<file path="src/rtl/ring_pkg.sv">
// Shared definitions for the ring-oscillator measurement master: CSR offsets,
// CONTROL bit positions and the sequencer state encoding.
package ring_pkg;

  localparam logic [7:0] OFS_COUNT   = 8'h00;
  localparam logic [7:0] OFS_CONTROL = 8'h04;
  localparam logic [7:0] OFS_TRIMA   = 8'h08;
  localparam logic [7:0] OFS_TRIMB   = 8'h0c;

  localparam int CTRL_RESETB_BIT = 0;
  localparam int CTRL_START_BIT  = 1;
  localparam int CTRL_CLKMUX_LSB = 8;

  typedef enum logic [3:0] {
    ST_IDLE,
    ST_WR_TRIMA,
    ST_WR_TRIMB,
    ST_WR_RST,
    ST_WR_RUN,
    ST_GATE,
    ST_WR_STOP,
    ST_RD_COUNT,
    ST_DONE
  } ring_state_e;

endpackage

</file>
<file path="src/rtl/wb_single_xfer.sv">
// Issues one classic Wishbone single transfer per request and reports completion.
// With RING_MEAS_TIMEOUT_EN defined, an ack watchdog abandons a stalled transfer.
module wb_single_xfer
  import ring_pkg::*;
#(
  parameter int TIMEOUT_CYCLES = 256
) (
  input  logic        clk_i,
  input  logic        rst_ni,
  input  logic        req_i,
  input  logic        we_i,
  input  logic [31:0] adr_i,
  input  logic [31:0] dat_i,
  output logic        done_o,
  output logic        timeout_o,
  output logic [31:0] rdata_o,
  output logic        wbm_cyc_o,
  output logic        wbm_stb_o,
  output logic        wbm_we_o,
  output logic [3:0]  wbm_sel_o,
  output logic [31:0] wbm_adr_o,
  output logic [31:0] wbm_dat_o,
  input  logic [31:0] wbm_dat_i,
  input  logic        wbm_ack_i
);

  logic        cyc_q, cyc_d;
  logic        we_q, we_d;
  logic [31:0] adr_q, adr_d;
  logic [31:0] dat_q, dat_d;
  logic        tmo;

`ifdef RING_MEAS_TIMEOUT_EN
  localparam int WD_W = $clog2(TIMEOUT_CYCLES) + 1;
  logic [WD_W-1:0] wd_q;

  assign tmo = cyc_q && !wbm_ack_i && (wd_q == WD_W'(TIMEOUT_CYCLES - 1));

  always_ff @(posedge clk_i or negedge rst_ni) begin
    if (!rst_ni) begin
      wd_q <= '0;
    end else if (cyc_q && !wbm_ack_i && !tmo) begin
      wd_q <= wd_q + WD_W'(1);
    end else begin
      wd_q <= '0;
    end
  end
`else
  logic wd_unused;
  assign wd_unused = (TIMEOUT_CYCLES == 0);
  assign tmo       = 1'b0;
`endif

  // Bus signals are cleared on completion so an idle bus reads as all-zero.
  always_comb begin
    cyc_d = cyc_q;
    we_d  = we_q;
    adr_d = adr_q;
    dat_d = dat_q;
    if (cyc_q && (wbm_ack_i || tmo)) begin
      cyc_d = 1'b0;
      we_d  = 1'b0;
      adr_d = '0;
      dat_d = '0;
    end else if (!cyc_q && req_i) begin
      cyc_d = 1'b1;
      we_d  = we_i;
      adr_d = adr_i;
      dat_d = dat_i;
    end
  end

  always_ff @(posedge clk_i or negedge rst_ni) begin
    if (!rst_ni) begin
      cyc_q <= 1'b0;
      we_q  <= 1'b0;
      adr_q <= '0;
      dat_q <= '0;
    end else begin
      cyc_q <= cyc_d;
      we_q  <= we_d;
      adr_q <= adr_d;
      dat_q <= dat_d;
    end
  end

  assign done_o    = cyc_q && wbm_ack_i;
  assign timeout_o = tmo;
  assign rdata_o   = wbm_dat_i;
  assign wbm_cyc_o = cyc_q;
  assign wbm_stb_o = cyc_q;
  assign wbm_we_o  = we_q;
  assign wbm_sel_o = {4{cyc_q}};
  assign wbm_adr_o = adr_q;
  assign wbm_dat_o = dat_q;

endmodule

</file>
<file path="src/rtl/ring_meas_master.sv">
// Wishbone initiator running one ring-oscillator measurement (trim, reset, run,
// gate, stop, read count). Optional ack watchdog: define RING_MEAS_TIMEOUT_EN.
module ring_meas_master
  import ring_pkg::*;
#(
  parameter logic [31:0] BASE_ADDR      = 32'h3000_0000,
  parameter int          TRIM_BITS      = 28,
  parameter int          CLKMUX_BITS    = 3,
  parameter int          GATE_BITS      = 16,
  parameter int          COUNT_BITS     = 17,
  parameter int          TIMEOUT_CYCLES = 256
) (
  input  logic                   wb_clk_i,
  input  logic                   wb_rstb_i,
  input  logic                   start_i,
  input  logic [TRIM_BITS-1:0]   trim_a_i,
  input  logic [TRIM_BITS-1:0]   trim_b_i,
  input  logic [CLKMUX_BITS-1:0] clkmux_i,
  input  logic [GATE_BITS-1:0]   gate_cycles_i,
  output logic                   busy_o,
  output logic                   done_o,
  output logic [COUNT_BITS-1:0]  count_o,
  output logic                   error_o,
  output logic                   wbm_cyc_o,
  output logic                   wbm_stb_o,
  output logic                   wbm_we_o,
  output logic [3:0]             wbm_sel_o,
  output logic [31:0]            wbm_adr_o,
  output logic [31:0]            wbm_dat_o,
  input  logic [31:0]            wbm_dat_i,
  input  logic                   wbm_ack_i
);

  ring_state_e            state_q, state_d;
  logic [TRIM_BITS-1:0]   trim_a_q, trim_b_q;
  logic [CLKMUX_BITS-1:0] clkmux_q;
  logic [GATE_BITS-1:0]   gate_q, gate_cnt_q, gate_eff;
  logic [COUNT_BITS-1:0]  count_q;
  logic                   accept;

  logic        xfer_req, xfer_we, xfer_done, xfer_tmo;
  logic [7:0]  xfer_ofs;
  logic [31:0] xfer_adr, xfer_wdat, xfer_rdata;
  logic        rdata_unused;

  function automatic logic [31:0] ctrl_word(input logic resetb, input logic run,
                                            input logic [CLKMUX_BITS-1:0] mux);
    logic [31:0] w;
    w = '0;
    w[CTRL_CLKMUX_LSB +: CLKMUX_BITS] = mux;
    w[CTRL_START_BIT]  = run;
    w[CTRL_RESETB_BIT] = resetb;
    return w;
  endfunction

  assign gate_eff     = (gate_q == '0) ? GATE_BITS'(1) : gate_q;
  assign xfer_adr     = BASE_ADDR + {24'h0, xfer_ofs};
  assign rdata_unused = ^xfer_rdata[31:COUNT_BITS];

  always_comb begin
    state_d   = state_q;
    accept    = 1'b0;
    xfer_req  = 1'b0;
    xfer_we   = 1'b1;
    xfer_ofs  = OFS_COUNT;
    xfer_wdat = '0;
    case (state_q)
      ST_IDLE: begin
        if (start_i) begin
          accept  = 1'b1;
          state_d = ST_WR_TRIMA;
        end
      end
      ST_WR_TRIMA: begin
        xfer_req  = 1'b1;
        xfer_ofs  = OFS_TRIMA;
        xfer_wdat = 32'(trim_a_q);
        if (xfer_done) state_d = ST_WR_TRIMB;
      end
      ST_WR_TRIMB: begin
        xfer_req  = 1'b1;
        xfer_ofs  = OFS_TRIMB;
        xfer_wdat = 32'(trim_b_q);
        if (xfer_done) state_d = ST_WR_RST;
      end
      ST_WR_RST: begin
        xfer_req  = 1'b1;
        xfer_ofs  = OFS_CONTROL;
        xfer_wdat = ctrl_word(1'b0, 1'b0, clkmux_q);
        if (xfer_done) state_d = ST_WR_RUN;
      end
      ST_WR_RUN: begin
        xfer_req  = 1'b1;
        xfer_ofs  = OFS_CONTROL;
        xfer_wdat = ctrl_word(1'b1, 1'b1, clkmux_q);
        if (xfer_done) state_d = ST_GATE;
      end
      ST_GATE: begin
        if (gate_cnt_q <= GATE_BITS'(1)) state_d = ST_WR_STOP;
      end
      ST_WR_STOP: begin
        xfer_req  = 1'b1;
        xfer_ofs  = OFS_CONTROL;
        xfer_wdat = ctrl_word(1'b1, 1'b0, clkmux_q);
        if (xfer_done) state_d = ST_RD_COUNT;
      end
      ST_RD_COUNT: begin
        xfer_req = 1'b1;
        xfer_we  = 1'b0;
        xfer_ofs = OFS_COUNT;
        if (xfer_done) state_d = ST_DONE;
      end
      ST_DONE: state_d = ST_IDLE;
      default: state_d = ST_IDLE;
    endcase
    // A stalled transfer aborts the whole sequence.
    if (xfer_tmo) state_d = ST_DONE;
  end

  always_ff @(posedge wb_clk_i or negedge wb_rstb_i) begin
    if (!wb_rstb_i) begin
      state_q    <= ST_IDLE;
      trim_a_q   <= '0;
      trim_b_q   <= '0;
      clkmux_q   <= '0;
      gate_q     <= '0;
      gate_cnt_q <= '0;
      count_q    <= '0;
    end else begin
      state_q <= state_d;
      if (accept) begin
        trim_a_q <= trim_a_i;
        trim_b_q <= trim_b_i;
        clkmux_q <= clkmux_i;
        gate_q   <= gate_cycles_i;
      end
      if (state_q == ST_WR_RUN && xfer_done) begin
        gate_cnt_q <= gate_eff;
      end else if (state_q == ST_GATE) begin
        gate_cnt_q <= gate_cnt_q - GATE_BITS'(1);
      end
      if (state_q == ST_RD_COUNT && xfer_done) begin
        count_q <= xfer_rdata[COUNT_BITS-1:0];
      end
    end
  end

`ifdef RING_MEAS_TIMEOUT_EN
  logic error_q;
  always_ff @(posedge wb_clk_i or negedge wb_rstb_i) begin
    if (!wb_rstb_i) begin
      error_q <= 1'b0;
    end else if (accept) begin
      error_q <= 1'b0;
    end else if (xfer_tmo) begin
      error_q <= 1'b1;
    end
  end
  assign error_o = error_q;
`else
  assign error_o = 1'b0;
`endif

  assign busy_o  = (state_q != ST_IDLE);
  assign done_o  = (state_q == ST_DONE);
  assign count_o = count_q;

  wb_single_xfer #(
    .TIMEOUT_CYCLES(TIMEOUT_CYCLES)
  ) u_xfer (
    .clk_i    (wb_clk_i),
    .rst_ni   (wb_rstb_i),
    .req_i    (xfer_req),
    .we_i     (xfer_we),
    .adr_i    (xfer_adr),
    .dat_i    (xfer_wdat),
    .done_o   (xfer_done),
    .timeout_o(xfer_tmo),
    .rdata_o  (xfer_rdata),
    .wbm_cyc_o(wbm_cyc_o),
    .wbm_stb_o(wbm_stb_o),
    .wbm_we_o (wbm_we_o),
    .wbm_sel_o(wbm_sel_o),
    .wbm_adr_o(wbm_adr_o),
    .wbm_dat_o(wbm_dat_o),
    .wbm_dat_i(wbm_dat_i),
    .wbm_ack_i(wbm_ack_i)
  );

endmodule

</file>
<file path="config.mk">
export PLATFORM = sky130hd
export DESIGN_NAME = ring_meas_master
export DESIGN_NICKNAME = d
export VERILOG_FILES = /design/src/rtl/ring_pkg.sv /design/src/rtl/wb_single_xfer.sv /design/src/rtl/ring_meas_master.sv
export SDC_FILE = /design/constraint.sdc
export NUM_CORES = 1
export LEC_CHECK = 0
export CORE_ASPECT_RATIO = 1.4
export CORE_MARGIN = 2
export CORE_UTILIZATION = 29
export CTS_BUF_LIST = sky130_fd_sc_hd__clkbuf_8
export CTS_CLUSTER_DIAMETER = 120
export DETAILED_ROUTE_END_ITERATION = 8
export HOLD_SLACK_MARGIN = 0.08
export PLACE_DENSITY = 0.59
export SYNTH_ARGS = -nofsm -noshare
export SYNTH_HDL_FRONTEND = slang
export SYNTH_SLANG_ARGS = --single-unit
</file>
<file path="constraint.sdc">
create_clock -name wb_clk_i -period 2.2 [get_ports wb_clk_i]
set_clock_uncertainty 0.1 [all_clocks]
set_input_delay 0.22 -clock wb_clk_i [delete_from_list [all_inputs] [get_ports wb_clk_i]]
set_output_delay 0.22 -clock wb_clk_i [all_outputs]
set_load 0.005 [all_outputs]
</file>
---- After elaboration in Yosys (flattened, before gate mapping) ----
Index checks and enable logic that the tools add are counted.
storage, ports and cells
  bits in registers ....................... 178
  latch bits .............................. 0
  memory bits (writable) .................. 0
  bits in read-only memories .............. 0
  input port bits ......................... 111
  output and inout port bits .............. 91
  memories kept ........................... 0
cells by class
  $add $sub $neg .......................... 2
  $mul .................................... 0
  divide/modulo/power cells ............... 0
  order comparisons ....................... 1
  equal/unequal tests ..................... 16
  shift operators ......................... 0
  multiplexer cells ....................... 26
  bitwise gates (word level) .............. 0
  reduce and logical (&&, ||, !) cells .... 13
operator list
  operator                                                          number
  case mux 28 bit (5 select lines)                                  1
  2-to-1 mux 32 bit                                                 4
  2-to-1 mux 16 bit                                                 3
  2-to-1 mux 4 bit                                                  8
  case mux 4 bit (8 select lines)                                   1
  adder 30 x 8 -> 31 bit (first input constant)                     1
  == test 4 x 3 -> 1 bit (second input constant)                    4
  less-or-equal comparator 16 x 1 -> 1 bit (second input constant)  1
  logical NOT 16 bit                                                1
  != test 2 bit (second input constant)                             8
  subtractor 16 x 1 -> 16 bit (second input constant)               1
  case mux 4 bit (3 select lines)                                   1
  == test 4 x 2 -> 1 bit (second input constant)                    2
  2-to-1 mux 1 bit                                                  8
  AND reduction 8 bit                                               1
  OR reduction 6 bit                                                1
  == test 4 x 1 -> 1 bit (second input constant)                    1
  == test 4 bit (second input constant)                             1
  logical AND 1 bit                                                 4
  logical NOT 4 bit                                                 1
  nonzero test 2 bit                                                2
  nonzero test 4 bit                                                1
  OR reduction 3 bit                                                1
  logical NOT 1 bit                                                 1

---- Logic depth before layout (Yosys ltp) ----
Gate-level depths: netlist (run 1).
  word-level depth ........................ 6
  gate-level depth with buffers ........... 7
  depth with buffers taken out ............ 7

---- By module ----
A second synthesis (run 1) with hierarchy kept.
unflattened totals
  cell total of the unflattened synthesis .. 654
  area, all modules ....................... 8361.8 sq um
modules (own cells, without submodules)
  module            instances  cells each  area an instance (sq um)  sequential area each (sq um)
  ring_meas_master  1          393         5006.1                    2802.7
  wb_single_xfer    1          261         3355.7                    1651.6

---- Worst setup path after synthesis (run 1) ----
No wires, ideal clock.
  path kind ............................... register to register
  start point ............................. register gate_cnt_q[0]
  end point ............................... register gate_cnt_q[14]
  library setup time ...................... 0.077 ns
  data arrival time ....................... 1.782 ns
  required time ........................... 2.023 ns
  slack ................................... 0.240 ns
  stages on the path, launching flop included .. 8
  path buffers ............................ 0
  period minus slack after synthesis ...... 1.960 ns
  cell sequence ........................... dfrtp_1 inv_1 ha_1 or3b_2 nor4_2 nand2_1 xor2_1 a21oi_1
between the ends
  word-level cells in the longest chain between the ends .. 3
ends and longest elaborated chain
  what                         line                     text
  from (decl)                  ring_meas_master.sv:37   logic [GATE_BITS-1:0] gate_q, gate_cnt_q, gate_eff;
  from (signal assigned)       ring_meas_master.sv:138  gate_cnt_q <= gate_eff;
  from (signal assigned)       ring_meas_master.sv:140  gate_cnt_q <= gate_cnt_q - GATE_BITS'(1);
  subtractor 16 x 1 -> 16 bit  ring_meas_master.sv:140
  2-to-1 mux 16 bit            ring_meas_master.sv:139  end else if (state_q == ST_GATE) begin
  2-to-1 mux 16 bit            ring_meas_master.sv:137  if (state_q == ST_WR_RUN && xfer_done) begin
Every way passes these cells. The select of a mux whose other input is x is not followed.
A chain may end at the register's enable or synchronous reset.

---- Final worst setup path (run 1) ----
  start point ............................. register gate_cnt_q[10]
  end point ............................... register state_q[0]
between the ends
  word-level cells in the longest chain between the ends .. 3
ends and longest elaborated chain
  what                                      line                     text
  less-or-equal comparator 16 x 1 -> 1 bit  ring_meas_master.sv:99   if (gate_cnt_q <= GATE_BITS'(1)) state_d = ST_WR_STOP;
  != test 2 bit (no line)                   --
  AND reduction 8 bit (no line)             --
  to (signal assigned)                      ring_meas_master.sv:130  state_q <= state_d;
  to (decl)                                 ring_meas_master.sv:34   ring_state_e state_q, state_d;
Every way passes these cells.

==> results.txt, run 1 <==
----------------------------------------------------
[Setup path]
  Slowest CP cell ... sky130_fd_sc_hd__or4_4
  Reg-to-reg critical path endpoint ... state_q[0]$_DFFE_PN0P_
  Critical path, cell by cell ... or4_4, nor4_4, o21ai_1, nor2_1, mux2_1
  Data arrival time at the worst-slack endpoint ... 2.34 ns
  Endpoint class of the critical path ... register
  Startpoint type of the worst setup path ... register
  Origin of the worst setup path ... gate_cnt_q[10]$_DFFE_PN0P_
  Crit path max fanout ... 4
  WS Path Type ... register to register
  Combined buffer and inverter count along the critical path ... 0
  Internal reg-to-reg setup slack ... 0.08 ns
  Origin of the critical flop-to-flop path ... gate_cnt_q[10]$_DFFE_PN0P_
  Required time of the critical path ... 2.42 ns
  Delay of the slowest critical-path stage ... 0.60 ns
  Family with the most delay on the worst path ... simple AND/OR/NAND/NOR gates
  Reg2Reg Depth ... 5

[Global route]
  Initial antenna violation count ... 1
  Number of global-route vias before repair ... 4735
  Largest net degree at the start of global routing ... 50
  Aggregate global routing overflow ... 0
  GR Util All Layers ... 0.138
  Global-route wire length before repair ... 24900 um

[Finish]
  Non-filler instance count after layout ... 1007
  Proportion of layout cells with a drive suffix above 1 ... 0.242
  Diodes inserted ... 0
  Area grow syn2layout ... 36.2%
  Nets ... 811
  Filler Cell Count ... 2110
  Non-Filler Cell Area, Final ... 8810 sq um

[Timing]
  Part of the cycle the worst path needs ... 0.962
  Final setup TNS ... 0 ns
  Highest clock rate ... 473 MHz
  Setup violators final ... 0
  Minimum period implied by the final worst setup slack ... 2.12 ns
  Max-slew violation total from the final report ... 0
  Hold Fails Final Rpt ... 0

[Floorplanning]
  X dimension of the die ... 130 um
  Number of cell rows ... 64
  I/O pin total ... 202
  DIE HEIGHT ... 181 um
  Die footprint ... 23500 sq um
  Initial cell density of the core ... 0.296
  Placeable core region ... 21900 sq um

[Clock tree]
  Number of setup buffers added after CTS ... 0
  Clock insertion delay at the later pin of the skew report ... 0.44 ns
  Clock buffers created by TritonCTS ... 17
  Number of buffers on the longest clock path ... 2
  H-tree level count ... 4
  CTS root buffer ... sky130_fd_sc_hd__clkbuf_8
  Clock tree from TritonCTS ... yes
  CTS clk-pin slew, worst paths ... 0.09 ns
  Clock tree sinks ... 144

[Synth]
  Most numerous cell types in the synthesized netlist ... 144 x sky130_fd_sc_hd__dfrtp_1, 92 x sky130_fd_sc_hd__mux2_2, 51 x sky130_fd_sc_hd__nand2_1
  Main area contributors after synthesis ... sky130_fd_sc_hd__dfrtp_1 56%, sky130_fd_sc_hd__mux2_2 16%, sky130_fd_sc_hd__buf_4 5.1%, sky130_fd_sc_hd__nand2_1 3.0%, sky130_fd_sc_hd__o21ai_0 2.7%
  Dominant cell type by area after synthesis ... sky130_fd_sc_hd__dfrtp_1
  Main flop type after synthesis ... sky130_fd_sc_hd__dfrtp_1
  Synthesized flop and latch total ... 144
  Count of different cell masters after synthesis ... 49
  Avg Synthesized Cell Area ... 12.1 sq um
  Count of flip-flops with a built-in enable after synthesis ... 0
  Syn Std Cell Area ... 6460 sq um
  Seq/Total Area, Yosys ... 0.557
  Synthesized netlist cell count ... 535
  Most frequent cell after synthesis ... sky130_fd_sc_hd__dfrtp_1
  Count of synthesis-stage warnings from yosys ... 0
  Post-synthesis async set-or-reset flop share ... 1.00
  Area share of the leading cell type in the synthesized netlist ... 0.557

[Power]
  Leakage power total ... 0.00363 uW
  P per Cell Area ... 1250 nW/um^2
  Largest vdd supply drop ... 0.492 mV

[Detailed routing]
  Via count ... 4579
  DRC violations left ... 0
  Drt wl/cell ... 15.4 um
  Vias/cell ... 4.55
  Number of iterations in the first detailed-routing pass ... 6
  Antenna Nets Post-Route ... 0
  Overall routed net length ... 15500 um
  Violation count after the first detailed-route iteration ... 148

[Place]
  Placed cell area ... 8390 sq um
  Placer congestion estimate ... 0.758
  Count of placed standard cells including taps ... 975
  Hpwl dp ... 10800 um
  Number of buffers added on ports ... 153

[Status]
  Outcome ... completed

[Flow run]
  Max-cap check violation count ... 0

[Min path]
  Worst Hold Class ... primary input to asynchronous set/reset pin

----------------------------------------------------
## flip-flops by register name, indices dropped and copies added, names as in the netlist
signal and cells:
gate_q 16, u_xfer.wbm_adr_o 3, clkmux_q 3, count_o 17, u_xfer.wbm_dat_o 28, trim_b_q 28, gate_cnt_q 16, trim_a_q 28
u_xfer.wbm_we_o 1, state_q 4
## per-layer routing
layer,part of all wire,global-route usage,vias up,routed length [um]
met5,0,0,-,0
met4,0.018,0.0525,0,277
met3,0.061,0.0431,21,945
met2,0.53,0.241,126,8220
met1,0.39,0.154,2275,6020
li1,-,-,2157,-
## what timing repair did
| item | CTS | global route |
|---|---|---|
| cloned | 0 | 0 |
| hold endpoints to repair | 120 | 0 |
| setup endpoints to repair | 2 | 3 |
| hold buffers | 1 | 0 |
| gates resized for setup | 5 | 4 |
## kinds of logic (layout without fill, tap and decap cells)
kind of cell | after synthesis | after routing | synth area share
and+or+nand+nor | 114 | 114 | 0.0960
adders and majority gates | 2 | 2 | 0.00387
DFF | 144 | 144 | 0.557
xor gates and xnor gates | 9 | 9 | 0.0122
AOI/OAI and AO/OA | 98 | 98 | 0.0964
muxes | 93 | 93 | 0.162
other | 1 | 33 | 0.000580
buffers and inverters | 74 | 217 | 0.0714
## worst max path at each step
stage | endpoint | cells past startpoint | slack [ns]
2_1_floorplan | gate_cnt_q[14]$_DFFE_PN0P_ | 7 | 0.24
3_3_place_gp | gate_cnt_q[1]$_DFFE_PN0P_ | 5 | 0.14
3_5_place_dp | gate_cnt_q[4]$_DFFE_PN0P_ | 6 | 0.09
4_1_cts | busy_o | 3 | 0.004
5_1_grt | state_q[0]$_DFFE_PN0P_ | 5 | -0.01
6_report | state_q[0]$_DFFE_PN0P_ | 5 | 0.08
## power by group
part	total (uW)	internal (uW)	switching, uW
registers	4590	3810	774
clock network	2040	999	1040
logic	4350	2470	1880
## stage by stage
step / power, uW / setup slack, ns / hold slack [ns] / utilization
floorplan: 7120 / 0.240 / -0.176 / -
global placement: 8950 / 0.144 / 0.107 / 0.384
detailed placement: 9060 / 0.0898 / 0.104 / 0.384
CTS: 11200 / 0.00386 / 0.171 / 0.402
global route: 11800 / -0.0105 / 0.199 / 0.403
finish: 11000 / 0.0843 / 0.185 / 0.403
## layout make-up
class,count,area (sq um),share of cell area
Tap cell,297,372,0.0422
Sequential cell,144,3610,0.409
Inverter,6,22.5,0.00256
Multi-Input combinational cell,349,2560,0.291
Clock buffer,17,234,0.0266
Timing Repair Buffer,180,1860,0.212
Clock inverter,14,143,0.0162
## layout by cell type, fill, tap and decap left out, types with 6 or more instances in the layout
| master | synthesis | layout |
|---|---|---|
| sky130_fd_sc_hd__nand3_1 | 7 | 6 |
| sky130_fd_sc_hd__o21ai_0 | 35 | 35 |
| sky130_fd_sc_hd__buf_4 | 44 | 16 |
| sky130_fd_sc_hd__buf_12 | 0 | 10 |
| sky130_fd_sc_hd__dfrtp_1 | 144 | 142 |
| sky130_fd_sc_hd__a22oi_1 | 23 | 23 |
| sky130_fd_sc_hd__xor2_1 | 6 | 6 |
| sky130_fd_sc_hd__mux2_2 | 92 | 92 |
| sky130_fd_sc_hd__clkbuf_8 | 0 | 17 |
| sky130_fd_sc_hd__clkdlybuf4s50_1 | 0 | 150 |
| sky130_fd_sc_hd__conb_1 | 1 | 33 |
| sky130_fd_sc_hd__nor4_1 | 6 | 6 |
| sky130_fd_sc_hd__a21oi_1 | 11 | 11 |
| sky130_fd_sc_hd__o21ai_1 | 7 | 7 |
| sky130_fd_sc_hd__inv_1 | 6 | 7 |
| sky130_fd_sc_hd__nor2_1 | 16 | 14 |
| sky130_fd_sc_hd__nand2_1 | 51 | 51 |
Power figures use the tool's default switching activity.
==> inputs of run 2 (changes only) <==
==> constraint.sdc (replaced) <==
create_clock -name wb_clk_i -period 2.7 [get_ports wb_clk_i]
set_clock_uncertainty 0.1 [all_clocks]
set_input_delay 0.27 -clock wb_clk_i [delete_from_list [all_inputs] [get_ports wb_clk_i]]
set_output_delay 0.27 -clock wb_clk_i [all_outputs]
set_load 0.005 [all_outputs]
==> run 2 against run 1 <==
Against the previous run: utilization shrank 0.60 points; critical path depth fell by 2; combinational power shrank 21%; final cell count down 0.89%; via count hardly changed; global-route usage grew 0.16 points; non-clock buffer count fell by 9; wire length rose by 0.90%; clock power down 15%; flip-flop and latch count stayed put; clock-buffer cell count up 2; power is 19% lower.
==> results.txt, run 2 (same netlist as run 1, synthesis figures left out) <==
----------------------------------------------------
[Floorplanning]
  Placeable core region ... 21900 sq um (unchanged)
  X dimension of the die ... 130 um (unchanged)
  I/O pin total ... 202 (unchanged)
  Die footprint ... 23500 sq um (unchanged)
  DIE HEIGHT ... 181 um (unchanged)
  Initial cell density of the core ... 0.296 (unchanged)
  Number of cell rows ... 64 (unchanged)

[Setup path]
  Combined buffer and inverter count along the critical path ... 1 (+1)
  Required time of the critical path ... 2.33 ns (-0.09 ns)
  Internal reg-to-reg setup slack ... 0.49 ns (+0.41 ns)
  Data arrival time at the worst-slack endpoint ... 2.08 ns (-0.26 ns)
  Critical path, cell by cell ... nor2_1, nand2_1, clkdlybuf4s50_1
  Crit path max fanout ... 11 (+7)
  Family with the most delay on the worst path ... simple AND/OR/NAND/NOR gates
  WS Path Type ... register to output pin
  Slowest CP cell ... sky130_fd_sc_hd__dfrtp_1
  Startpoint type of the worst setup path ... register
  Delay of the slowest critical-path stage ... 0.52 ns (-0.08 ns)
  Endpoint class of the critical path ... output pin

[Finish]
  Diodes inserted ... 0 (unchanged)
  Nets ... 802 (-1.1%)
  Filler Cell Count ... 2133 (+1.1%)
  Area grow syn2layout ... 34.2%
  Most used cells in the layout excluding fill and tap cells ... 152 x sky130_fd_sc_hd__clkdlybuf4s50_1, 144 x sky130_fd_sc_hd__dfrtp_1, 92 x sky130_fd_sc_hd__mux2_2
  Proportion of layout cells with a drive suffix above 1 ... 0.227 (-0.0154)
  Most common cell after layout, fill and taps aside ... sky130_fd_sc_hd__clkdlybuf4s50_1

[Clock tree]
  Count of cells resized by post-cts repair ... 0 (-5)
  Number of buffers on the longest clock path ... 2 (unchanged)
  CTS root buffer ... sky130_fd_sc_hd__clkbuf_8
  H-tree level count ... 4 (unchanged)
  Clock tree from TritonCTS ... yes
  Clock buffers created by TritonCTS ... 17 (unchanged)
  Clock tree sinks ... 144 (unchanged)
  Clock insertion delay at the later pin of the skew report ... 0.45 ns (about the same)
  CTS clk-pin slew, worst paths ... 0.09 ns (about the same)

[Timing]
  Setup violators final ... 0 (unchanged)
  Max-slew violation total from the final report ... 0 (unchanged)
  Worst slew slack as a fraction of its limit ... 0.620
  Pin slew with the least headroom to its limit ... 0.570 ns
  Unrepaired setup endpoints after global routing ... false
  Final setup TNS ... 0 ns (unchanged)
  Part of the cycle the worst path needs ... 0.908
  Hold Fails Final Rpt ... 0 (unchanged)
  Minimum period implied by the final worst setup slack ... 2.45 ns
  Highest clock rate ... 408 MHz

[Detailed routing]
  Overall routed net length ... 15600 um (+0.90%)
  Violation count after the first detailed-route iteration ... 113 (-24%)
  Number of iterations in the first detailed-routing pass ... 4 (-2)
  Vias/cell ... 4.59 (+0.99%)
  Via count ... 4583 (+0.087%)
  Drt wl/cell ... 15.6 um (+1.8%)
  Antenna Nets Post-Route ... 0 (unchanged)
  DRC violations left ... 0 (unchanged)

[Global route]
  Number of global-route vias before repair ... 4732 (-0.063%)
  Largest net degree at the start of global routing ... 55 (+10%)
  Global-route wire length before repair ... 25300 um (+1.7%)
  Initial antenna violation count ... 0 (-1)
  GR Util All Layers ... 0.139 (+0.00164)
  Aggregate global routing overflow ... 0 (unchanged)

[Place]
  Placer congestion estimate ... 0.766 (+1.0%)
  Hpwl dp ... 10800 um (+0.67%)
  Number of buffers added on ports ... 153 (unchanged)

[Power]
  Leakage power total ... 0.00354 uW (-2.3%)
  Largest vdd supply drop ... 0.478 mV (-2.7%)
  Post-layout power ... 8910 uW (-19%)
  P per Cell Area ... 1030 nW/um^2 (-18%)

[Min path]
  Worst Hold Class ... primary input to asynchronous set/reset pin

[Flow run]
  Max-cap check violation count ... 0 (unchanged)

[Status]
  Outcome ... completed

----------------------------------------------------
## run 2: worst paths after layout
kind,startpoint,end,depth (start not counted)
max in group asynchronous,wb_rstb_i,u_xfer.wbm_dat_o[13]$_DFFE_PN0P_,3
worst min-delay path,wb_rstb_i,trim_a_q[10]$_DFFE_PN0P_,2
worst max-delay path,state_q[3]$_DFFE_PN0P_,busy_o,3
worst max register to register,state_q[3]$_DFFE_PN0P_,gate_q[2]$_DFFE_PN0P_,4
min in group wb_clk_i,trim_a_i[12],trim_a_q[12]$_DFFE_PN0P_,2
worst min register to register,u_xfer.wbm_dat_o[23]$_DFFE_PN0P_,u_xfer.wbm_dat_o[23]$_DFFE_PN0P_,2
## run 2: cell type report
cell class / count / area (sq um) / share of cell area
Sequential cell: 144 / 3600 / 0.415
Clock inverter: 12 / 133 / 0.0153
Tap cell: 297 / 372 / 0.0428
Clock buffer: 19 / 262 / 0.0301
Timing Repair Buffer: 171 / 1750 / 0.201
Inverter: 6 / 22.5 / 0.00260
Multi-Input combinational cell: 349 / 2540 / 0.293
## run 2: routing by layer
| metal | vias up | share of wire | global-route usage |
|---|---|---|---|
| met2 | 148 | 0.53 | 0.241 |
| met4 | 0 | 0.016 | 0.0469 |
| met5 | - | 0 | 0 |
| met1 | 2273 | 0.40 | 0.163 |
| li1 | 2145 | - | - |
| met3 | 17 | 0.057 | 0.0404 |
## run 2: what timing repair did
item / 4_1_cts / 5_1_grt
hold buffers: 1 / 0
setup buffers: 0 / 0
endpoints found under the hold margin: 50 / 0
## run 2: power breakdown
part / switching [uW] / internal (uW) / leakage [uW]
clock: 866 / 873 / 0.000201
sequential: 648 / 3100 / 0.00177
combinational: 1500 / 1930 / 0.00157
total: 3010 / 5900 / 0.00354
## run 2: stage by stage
step                      hold WS [ns]  cells  utilization  setup WS, ns  instance area, sq um
after floorplan                 -0.126    567            -         0.740                  6580
after CTS                        0.246    998        0.397         0.189                  8670
after global routing             0.267    998        0.397        0.0366                  8670
after detailed placement         0.172    966        0.378         0.406                  8270
after global placement           0.177    966        0.378         0.419                  8270
final                            0.242    998        0.397         0.248                  8670
## run 2: worst register-to-register path: stages (launching register included)
cell,delay (ns)
sky130_fd_sc_hd__dfrtp_1,0.52
sky130_fd_sc_hd__nor2_1,0.46
sky130_fd_sc_hd__nand3_4,0.40
sky130_fd_sc_hd__buf_12,0.32
sky130_fd_sc_hd__mux2_2,0.30
